$ cat src/rtl/pitch_glide_control_pkg.sv
// Shared types and register map for the pitch glide controller.
package pitch_glide_control_pkg;

   typedef enum logic [1:0] {
      SNAP  = 2'd0,
      GLIDE = 2'd1,
      HOLD  = 2'd2
   } glide_state_t;

   typedef enum logic [1:0] {
      MODE_OFF  = 2'd0,
      MODE_EXP  = 2'd1,
      MODE_LIN  = 2'd2,
      MODE_RSVD = 2'd3
   } glide_mode_t;

   localparam int unsigned GLIDE_RATE_OFS = 10;
   localparam int unsigned GLIDE_MODE_OFS = 11;
   localparam logic [6:0]  LEGATO_ADR     = 7'h70;

endpackage

$ cat src/rtl/pitch_glide_control_if.sv
// Slot, note-event, register and result signals of the pitch glide controller.
interface pitch_glide_control_if #(
   parameter int unsigned VOICES  = 8,
   parameter int unsigned V_WIDTH = 3,
   parameter int unsigned O_WIDTH = 2,
   parameter int unsigned PW      = 24
);
   logic                       slot_valid;
   logic [V_WIDTH+O_WIDTH-1:0] slot_idx;
   logic [PW-1:0]              target_pitch;
   logic                       note_on;
   logic [V_WIDTH-1:0]         note_voice;
   logic [VOICES-1:0]          key_held;
   logic                       write;
   logic                       glide_sel;
   logic [6:0]                 adr;
   logic [7:0]                 synth_data_in;
   logic [7:0]                 data_out;
   logic                       out_valid;
   logic [V_WIDTH+O_WIDTH-1:0] out_slot;
   logic [PW-1:0]              glide_pitch;
   logic [VOICES-1:0]          glide_busy;

   modport master (
      output slot_valid, slot_idx, target_pitch, note_on, note_voice, key_held,
      output write, glide_sel, adr, synth_data_in,
      input  data_out, out_valid, out_slot, glide_pitch, glide_busy
   );

   modport slave (
      input  slot_valid, slot_idx, target_pitch, note_on, note_voice, key_held,
      input  write, glide_sel, adr, synth_data_in,
      output data_out, out_valid, out_slot, glide_pitch, glide_busy
   );
endinterface

$ cat src/rtl/pitch_glide_control_step.sv
// Combinational per-slot glide calculator: next cur_pitch and state for one visit.
// Linear mode exists only when PITCH_GLIDE_LINEAR_EN is defined; otherwise mode 2 is exponential.
module glide_step
   import pitch_glide_control_pkg::*;
#(
   parameter int unsigned PW     = 24,
   parameter int unsigned RATE_W = 5
) (
   input  logic [PW-1:0]     cur_i,
   input  logic [PW-1:0]     target_i,
   input  logic [RATE_W-1:0] rate_i,
   input  glide_mode_t       mode_i,
   input  glide_state_t      state_i,
   input  logic              pend_i,
   input  logic              legato_snap_i,
   output logic [PW-1:0]     cur_o,
   output glide_state_t      state_o
);

   logic signed [PW:0] diff;
   logic signed [PW:0] exp_step;
   logic        [PW:0] mag;
   logic        [PW:0] lin_step;
   logic               big_rate;
   logic               off_mode;
   logic               lin_mode;

`ifdef PITCH_GLIDE_LINEAR_EN
   assign lin_mode = (mode_i == MODE_LIN);
`else
   assign lin_mode = 1'b0;
`endif

   assign off_mode = (mode_i == MODE_OFF) || (mode_i == MODE_RSVD);
   assign diff     = $signed({1'b0, target_i}) - $signed({1'b0, cur_i});
   assign exp_step = diff >>> rate_i;
   assign mag      = diff[PW] ? $unsigned(-diff) : $unsigned(diff);
   assign lin_step = {{PW{1'b0}}, 1'b1} << rate_i;
   // A step of 2^PW or more always covers the remaining distance.
   assign big_rate = (int'(rate_i) >= int'(PW));

   always_comb begin
      cur_o   = cur_i;
      state_o = state_i;
      if (state_i == SNAP || (pend_i && (off_mode || legato_snap_i))) begin
         cur_o   = target_i;
         state_o = HOLD;
      end else if (pend_i) begin
         state_o = GLIDE;
      end else if (state_i == GLIDE) begin
         if (off_mode) begin
            cur_o   = target_i;
            state_o = HOLD;
         end else if (lin_mode) begin
            if (big_rate || mag <= lin_step) begin
               cur_o   = target_i;
               state_o = HOLD;
            end else if (diff[PW]) begin
               cur_o = cur_i - lin_step[PW-1:0];
            end else begin
               cur_o = cur_i + lin_step[PW-1:0];
            end
         end else if (exp_step == '0) begin
            cur_o   = target_i;
            state_o = HOLD;
         end else begin
            cur_o = cur_i + exp_step[PW-1:0];
         end
      end else begin
         cur_o   = target_i;
         state_o = HOLD;
      end
   end

endmodule

$ cat src/rtl/pitch_glide_control.sv
// Two-stage per-slot pitch glide engine with register bank and legato handling.
// Linear glide mode is enabled by defining PITCH_GLIDE_LINEAR_EN.
module pitch_glide_control
   import pitch_glide_control_pkg::*;
#(
   parameter int unsigned VOICES  = 8,
   parameter int unsigned V_OSC   = 4,
   parameter int unsigned V_WIDTH = 3,
   parameter int unsigned O_WIDTH = 2,
   parameter int unsigned PW      = 24,
   parameter int unsigned RATE_W  = 5
) (
   input logic sCLK_XVXOSC,
   input logic reset_data,
   pitch_glide_control_if.slave bus
);

   localparam int unsigned SLOTS = VOICES * V_OSC;
   localparam int unsigned SW    = V_WIDTH + O_WIDTH;

   logic [RATE_W-1:0] rate_q [V_OSC];
   logic [1:0]        mode_q [V_OSC];
   logic              legato_q;
   logic [SLOTS-1:0]  pending_q, pending_d;
   logic              wr_en;
   logic [7:0]        rd_data;
   logic [O_WIDTH-1:0] in_osc;
   logic [V_WIDTH-1:0] in_voice;

   logic              s1_valid_q;
   logic [SW-1:0]     s1_idx_q;
   logic [PW-1:0]     s1_target_q;
   logic              s1_pend_q;
   logic              s1_lsnap_q;
   logic [RATE_W-1:0] s1_rate_q;
   glide_mode_t       s1_mode_q;

   logic [PW-1:0]     cur_q   [SLOTS];
   glide_state_t      state_q [SLOTS];
   logic [PW-1:0]     nxt_cur;
   glide_state_t      nxt_state;

   logic              out_valid_q;
   logic [SW-1:0]     out_slot_q;
   logic [PW-1:0]     out_pitch_q;
   logic [VOICES-1:0] busy;

   assign in_osc   = bus.slot_idx[O_WIDTH-1:0];
   assign in_voice = bus.slot_idx[SW-1:O_WIDTH];
   assign wr_en    = bus.glide_sel & bus.write;

   always_ff @(posedge sCLK_XVXOSC or posedge reset_data) begin
      if (reset_data) begin
         for (int o = 0; o < V_OSC; o++) begin
            rate_q[o] <= RATE_W'(4);
            mode_q[o] <= 2'd0;
         end
         legato_q <= 1'b0;
      end else if (wr_en) begin
         for (int o = 0; o < V_OSC; o++) begin
            if (bus.adr == 7'(GLIDE_RATE_OFS + 16 * o)) rate_q[o] <= bus.synth_data_in[RATE_W-1:0];
            if (bus.adr == 7'(GLIDE_MODE_OFS + 16 * o)) mode_q[o] <= bus.synth_data_in[1:0];
         end
         if (bus.adr == LEGATO_ADR) legato_q <= bus.synth_data_in[0];
      end
   end

   always_comb begin
      rd_data = '0;
      if (bus.glide_sel) begin
         if (bus.adr == LEGATO_ADR) rd_data = {7'd0, legato_q};
         for (int o = 0; o < V_OSC; o++) begin
            if (bus.adr == 7'(GLIDE_RATE_OFS + 16 * o)) rd_data = 8'(rate_q[o]);
            if (bus.adr == 7'(GLIDE_MODE_OFS + 16 * o)) rd_data = {6'd0, mode_q[o]};
         end
      end
   end
   assign bus.data_out = rd_data;

   // Pending is consumed on acceptance; a note_on in that same cycle survives for the next visit.
   always_comb begin
      pending_d = pending_q;
      if (bus.slot_valid) pending_d[bus.slot_idx] = 1'b0;
      if (bus.note_on) pending_d[{bus.note_voice, {O_WIDTH{1'b0}}} +: V_OSC] = '1;
   end

   always_ff @(posedge sCLK_XVXOSC or posedge reset_data) begin
      if (reset_data) begin
         pending_q   <= '0;
         s1_valid_q  <= 1'b0;
         s1_idx_q    <= '0;
         s1_target_q <= '0;
         s1_pend_q   <= 1'b0;
         s1_lsnap_q  <= 1'b0;
         s1_rate_q   <= '0;
         s1_mode_q   <= MODE_OFF;
      end else begin
         pending_q  <= pending_d;
         s1_valid_q <= bus.slot_valid;
         if (bus.slot_valid) begin
            s1_idx_q    <= bus.slot_idx;
            s1_target_q <= bus.target_pitch;
            s1_pend_q   <= pending_q[bus.slot_idx];
            s1_lsnap_q  <= legato_q & ~bus.key_held[in_voice];
            s1_rate_q   <= rate_q[in_osc];
            s1_mode_q   <= glide_mode_t'(mode_q[in_osc]);
         end
      end
   end

   // Slot state is written on the same edge the following stage-2 read begins, so a
   // back-to-back visit of the same slot always reads the freshly computed value.
   glide_step #(
      .PW     (PW),
      .RATE_W (RATE_W)
   ) u_step (
      .cur_i         (cur_q[s1_idx_q]),
      .target_i      (s1_target_q),
      .rate_i        (s1_rate_q),
      .mode_i        (s1_mode_q),
      .state_i       (state_q[s1_idx_q]),
      .pend_i        (s1_pend_q),
      .legato_snap_i (s1_lsnap_q),
      .cur_o         (nxt_cur),
      .state_o       (nxt_state)
   );

   always_ff @(posedge sCLK_XVXOSC or posedge reset_data) begin
      if (reset_data) begin
         for (int i = 0; i < SLOTS; i++) begin
            cur_q[i]   <= '0;
            state_q[i] <= SNAP;
         end
         out_valid_q <= 1'b0;
         out_slot_q  <= '0;
         out_pitch_q <= '0;
      end else begin
         out_valid_q <= s1_valid_q;
         if (s1_valid_q) begin
            cur_q[s1_idx_q]   <= nxt_cur;
            state_q[s1_idx_q] <= nxt_state;
            out_slot_q        <= s1_idx_q;
            out_pitch_q       <= nxt_cur;
         end
      end
   end

   always_comb begin
      busy = '0;
      for (int v = 0; v < VOICES; v++) begin
         for (int o = 0; o < V_OSC; o++) begin
            if (state_q[v * V_OSC + o] == GLIDE) busy[v] = 1'b1;
         end
      end
   end

   assign bus.out_valid   = out_valid_q;
   assign bus.out_slot    = out_slot_q;
   assign bus.glide_pitch = out_pitch_q;
   assign bus.glide_busy  = busy;

endmodule

$ cat src/flat_wrapper.sv
// flat-port wrapper written by rule: the top's interface ports become plain ports
module pitch_glide_control_flat import pitch_glide_control_pkg::*;
#(
   parameter int unsigned VOICES  = 8,
   parameter int unsigned V_OSC   = 4,
   parameter int unsigned V_WIDTH = 3,
   parameter int unsigned O_WIDTH = 2,
   parameter int unsigned PW      = 24,
   parameter int unsigned RATE_W  = 5
)
  (sCLK_XVXOSC, reset_data, bus_slot_valid, bus_slot_idx, bus_target_pitch, bus_note_on, bus_note_voice, bus_key_held, bus_write, bus_glide_sel, bus_adr, bus_synth_data_in, bus_data_out, bus_out_valid, bus_out_slot, bus_glide_pitch, bus_glide_busy);
  pitch_glide_control_if #(.VOICES(VOICES), .V_WIDTH(V_WIDTH), .O_WIDTH(O_WIDTH), .PW(PW)) bus_i ();
  input logic sCLK_XVXOSC;
  input logic reset_data;
  input wire logic [$bits(bus_i.slot_valid)-1:0] bus_slot_valid;
  input wire logic [$bits(bus_i.slot_idx)-1:0] bus_slot_idx;
  input wire logic [$bits(bus_i.target_pitch)-1:0] bus_target_pitch;
  input wire logic [$bits(bus_i.note_on)-1:0] bus_note_on;
  input wire logic [$bits(bus_i.note_voice)-1:0] bus_note_voice;
  input wire logic [$bits(bus_i.key_held)-1:0] bus_key_held;
  input wire logic [$bits(bus_i.write)-1:0] bus_write;
  input wire logic [$bits(bus_i.glide_sel)-1:0] bus_glide_sel;
  input wire logic [$bits(bus_i.adr)-1:0] bus_adr;
  input wire logic [$bits(bus_i.synth_data_in)-1:0] bus_synth_data_in;
  output wire logic [$bits(bus_i.data_out)-1:0] bus_data_out;
  output wire logic [$bits(bus_i.out_valid)-1:0] bus_out_valid;
  output wire logic [$bits(bus_i.out_slot)-1:0] bus_out_slot;
  output wire logic [$bits(bus_i.glide_pitch)-1:0] bus_glide_pitch;
  output wire logic [$bits(bus_i.glide_busy)-1:0] bus_glide_busy;
  assign bus_i.slot_valid = bus_slot_valid;
  assign bus_i.slot_idx = bus_slot_idx;
  assign bus_i.target_pitch = bus_target_pitch;
  assign bus_i.note_on = bus_note_on;
  assign bus_i.note_voice = bus_note_voice;
  assign bus_i.key_held = bus_key_held;
  assign bus_i.write = bus_write;
  assign bus_i.glide_sel = bus_glide_sel;
  assign bus_i.adr = bus_adr;
  assign bus_i.synth_data_in = bus_synth_data_in;
  assign bus_data_out = bus_i.data_out;
  assign bus_out_valid = bus_i.out_valid;
  assign bus_out_slot = bus_i.out_slot;
  assign bus_glide_pitch = bus_i.glide_pitch;
  assign bus_glide_busy = bus_i.glide_busy;
  pitch_glide_control #(.VOICES(VOICES), .V_OSC(V_OSC), .V_WIDTH(V_WIDTH), .O_WIDTH(O_WIDTH), .PW(PW), .RATE_W(RATE_W)) u_core (.sCLK_XVXOSC(sCLK_XVXOSC), .reset_data(reset_data), .bus(bus_i));
endmodule
$ cat config.mk
export PLATFORM = sky130hd
export DESIGN_NAME = pitch_glide_control_flat
export DESIGN_NICKNAME = d
export VERILOG_FILES = /design/src/rtl/pitch_glide_control_pkg.sv /design/src/rtl/pitch_glide_control_if.sv /design/src/rtl/pitch_glide_control_step.sv /design/src/rtl/pitch_glide_control.sv /design/src/flat_wrapper.sv
export SDC_FILE = /design/constraint.sdc
export NUM_CORES = 2
export LEC_CHECK = 0
export CORE_MARGIN = 2
export CORE_UTILIZATION = 45
export DETAILED_ROUTE_END_ITERATION = 12
export DONT_BUFFER_PORTS = 1
export GPL_ROUTABILITY_DRIVEN = 0
export PLACE_DENSITY = 0.62
export RECOVER_POWER = 50
export SLEW_MARGIN = 20
export SYNTH_ARGS = -nofsm -noshare
export SYNTH_HDL_FRONTEND = slang
export SYNTH_SLANG_ARGS = --single-unit
$ cat constraint.sdc
create_clock -name sCLK_XVXOSC -period 63.1 [get_ports sCLK_XVXOSC]
set_input_delay 6.31 -clock sCLK_XVXOSC [delete_from_list [all_inputs] [get_ports sCLK_XVXOSC]]
set_output_delay 6.31 -clock sCLK_XVXOSC [all_outputs]
set_load 0.01 [all_outputs]
==> out/results.ini <==
[run_status]
outcome=complete, but fails checks
violations=capacitance limit, slew limit

[yosys]
synth_largest_area_cell=dfrtp_1
ys_ff_latch=962
netlist_area_um2=46700
syn_avg_cell_area_um2=10.2
ys_types=91
synth-edff-count=0
yosysMostFrequentCell=dfrtp_1
ys.flop_type=dfrtp_1
yosys-top-cells-count=dfrtp_1 (958), nand2_1 (665), o21ai_0 (569)
syn_inst=4582
async_reset_ff_frac=1.00
synth_seq_area_share=0.516
synth_area_leaders=dfrtp_1 (51%), mux4_2 (11%), o21ai_0 (6.1%)
yosysWarnings=0
yosysTopAreaCellShare=0.513

[detailed_routing]
ant_nets=0
drt_iter0_drc=3731
drtPass1Iterations=8
vias_per_cell=5.95
dr_total_vias=35000
wirelength_um=134000
wl_per_cell_um=22.8
drc=0

[global_routing]
antenna_found_initial=2
grt_pass1_wl_um=210000
met2_usage=0.388
track_usage=0.253
grt_pass1_vias=34000
grt_max_degree=179
top_usage_layer=met2
gr-total-overflow=0
grt_use_met1=0.370
gr-usage-met3=0.0392

[cts]
clkSinkCount=962
cts_inserted_buffers=101
ctsHoldBuffers=0
path_clk_slew_ns=0.06
cts_tree=done
clockBufferDepth=3
root_buffer=clkbuf_16
cts_resized=0
cts_setup_buffers=0
htreeDepth=3
clock_latency_ns=0.69

[floorplan]
io_pins=107
rows=118
initial_utilization=0.452
coreArea_um2=103000
die_h_um=326
die_width_um=326
dieArea_um2=106000

[sta]
setup_viol=0
timing.fmax_ghz=0.0539
relSlewSlack=-4.61
worstMarginPinSlew_ns=8.42
finalHoldViolCount=0
setup_ws_ns=44.56
fin_skew_ns=0.0314
tns_ns=0
min_period_ns=18.55
rsz0062_at_grt=no
fin_crit_sh=0.294
slew_viol_final=988

[critical_path]
cp.required_ns=63.02
crit_top_cell=clkbuf_1
critical_path_peak_fanout=156
max_stage_delay_ns=5.86
path_buf_inv=3
arrival_ns=18.47
crit_family=buffers and inverters
crit_slowest_cell=clkbuf_1
end_kind=asynchronous set/reset pin
start_kind=primary input
cp_cell_sequence=clkinvlp_2, clkbuf_1, clkbuf_1
path_class=primary input to asynchronous set/reset pin

[cells_and_area]
layout-drive-gt1-share=0.141
fill_cells=9349
ff_latch_area_um2=24100
multi_input_area_um2=21100
syn_to_final_growth_pct=10.2
fin_nets=4531

[placed_design]
place_ws_ns=48.44
port_buffers=0
hpwlAfterDp_um=89200

[power_and_ir_drop]
ir_worst_vdd_mv=0.0260
p_per_area_nw_per_um2=46.6
p_leak_nw=21.9

[min_path]
hold_path_class=flip-flop to flip-flop

[flow_run]
max_cap_viol_count=11

==> state kept, by name, summed over array words and instances (netlist names), 2 cells and up <==
name / count
u_core.bus.out_slot: 5
u_core.s1_mode_q: 2
u_core.mode_q: 8
u_core.s1_idx_q: 5
u_core.s1_target_q: 24
u_core.bus.glide_pitch: 24
u_core.rate_q: 20
u_core.s1_rate_q: 5
u_core.cur_q: 768
u_core.state_q: 64
u_core.pending_q: 32
==> final cells by class <==
type	instances	area share
clock buffer	151	0.0598
clock inverter	35	0.00817
sequential	962	0.468
multi-input combinational	3152	0.409
timing repair buffer	104	0.0144
inverter	98	0.00717
antenna	1	0.0000486
tap	1380	0.0335
==> where the power goes <==
| group | total [W] | switching [W] | internal, W |
|---|---|---|---|
| combinational | 0.000841 | 0.000500 | 0.000341 |
| clock | 0.000618 | 0.000258 | 0.000359 |
| sequential | 0.000942 | 0.000116 | 0.000826 |
| total | 0.00240 | 0.000874 | 0.00153 |
==> cell families (layout without fill, tap and decap cells) <==
kind of cell    Yosys count  in the layout  share of synthesized area
simple gates           1371           1371                      0.124
other cells               1              4                  0.0000803
buf+inv                 470            388                     0.0396
mux                     300            300                      0.127
fa+ha+maj                51             51                     0.0140
xor+xnor                 31             31                    0.00581
compound gates         1396           1396                      0.174
flops                   962            962                      0.516
==> stage by stage <==
stage	cell area, um2	hold WS (ns)	power (W)	util	instances
final	51500	0.474	0.00240	0.499	5883
after global routing	51500	0.494	0.00254	0.499	5882
after CTS	51500	0.478	0.00240	0.499	5881
after detailed placement	48000	0.465	0.00177	0.465	5695
after global placement	48000	0.456	0.00175	0.465	5695
after floorplan	46700	0.352	0.00153	-	4584
==> metal layers <==
layer / part of all wire / vias up
met4: 0.034 / 0
met3: 0.066 / 260
met5: 0 / -
met1: 0.45 / 17500
li1: - / 16100
met2: 0.45 / 1185
==> cell usage in the layout, fill, tap and decap left out, drive strengths merged, types with 24 or more instances in the layout <==
| master | n |
|---|---|
| o21ai | 614 |
| a22oi | 112 |
| nor2 | 472 |
| a21oi | 423 |
| nand3 | 37 |
| nor3 | 34 |
| mux2 | 65 |
| nand2 | 666 |
| ha | 49 |
| mux4 | 226 |
| nand4 | 24 |
| clkbuf | 161 |
| a211oi | 24 |
| inv | 101 |
| dfrtp | 958 |
| buf | 94 |
==> final timing paths <==
| path | start | endpoint | slack (ns) | cells after the start |
|---|---|---|---|---|
| min | u_core.cur_q[398] | u_core.cur_q[398] | 0.47 | 2 |
| min in group asynchronous | reset_data | u_core.cur_q[699] | 7.19 | 1 |
| max in group sCLK_XVXOSC | bus_adr[6] | bus_data_out[0] | 48.38 | 11 |
| min reg2reg | u_core.cur_q[398] | u_core.cur_q[398] | 0.47 | 2 |
| max | reset_data | u_core.cur_q[194] | 44.56 | 3 |
| max reg2reg | u_core.s1_idx_q[0] | u_core.cur_q[551] | 49.72 | 36 |
==> worst reg2reg max path, delay by kind of cell, from the launching register on <==
kind,cells,cell delay [ns]
buf+inv,5,4.27
mux,1,0.58
compound gates,20,5.52
fa+ha+maj,2,0.64
xor+xnor,1,0.14
simple gates,7,1.18
flops,1,0.90
No activity file was read; power rests on OpenSTA's default activity.
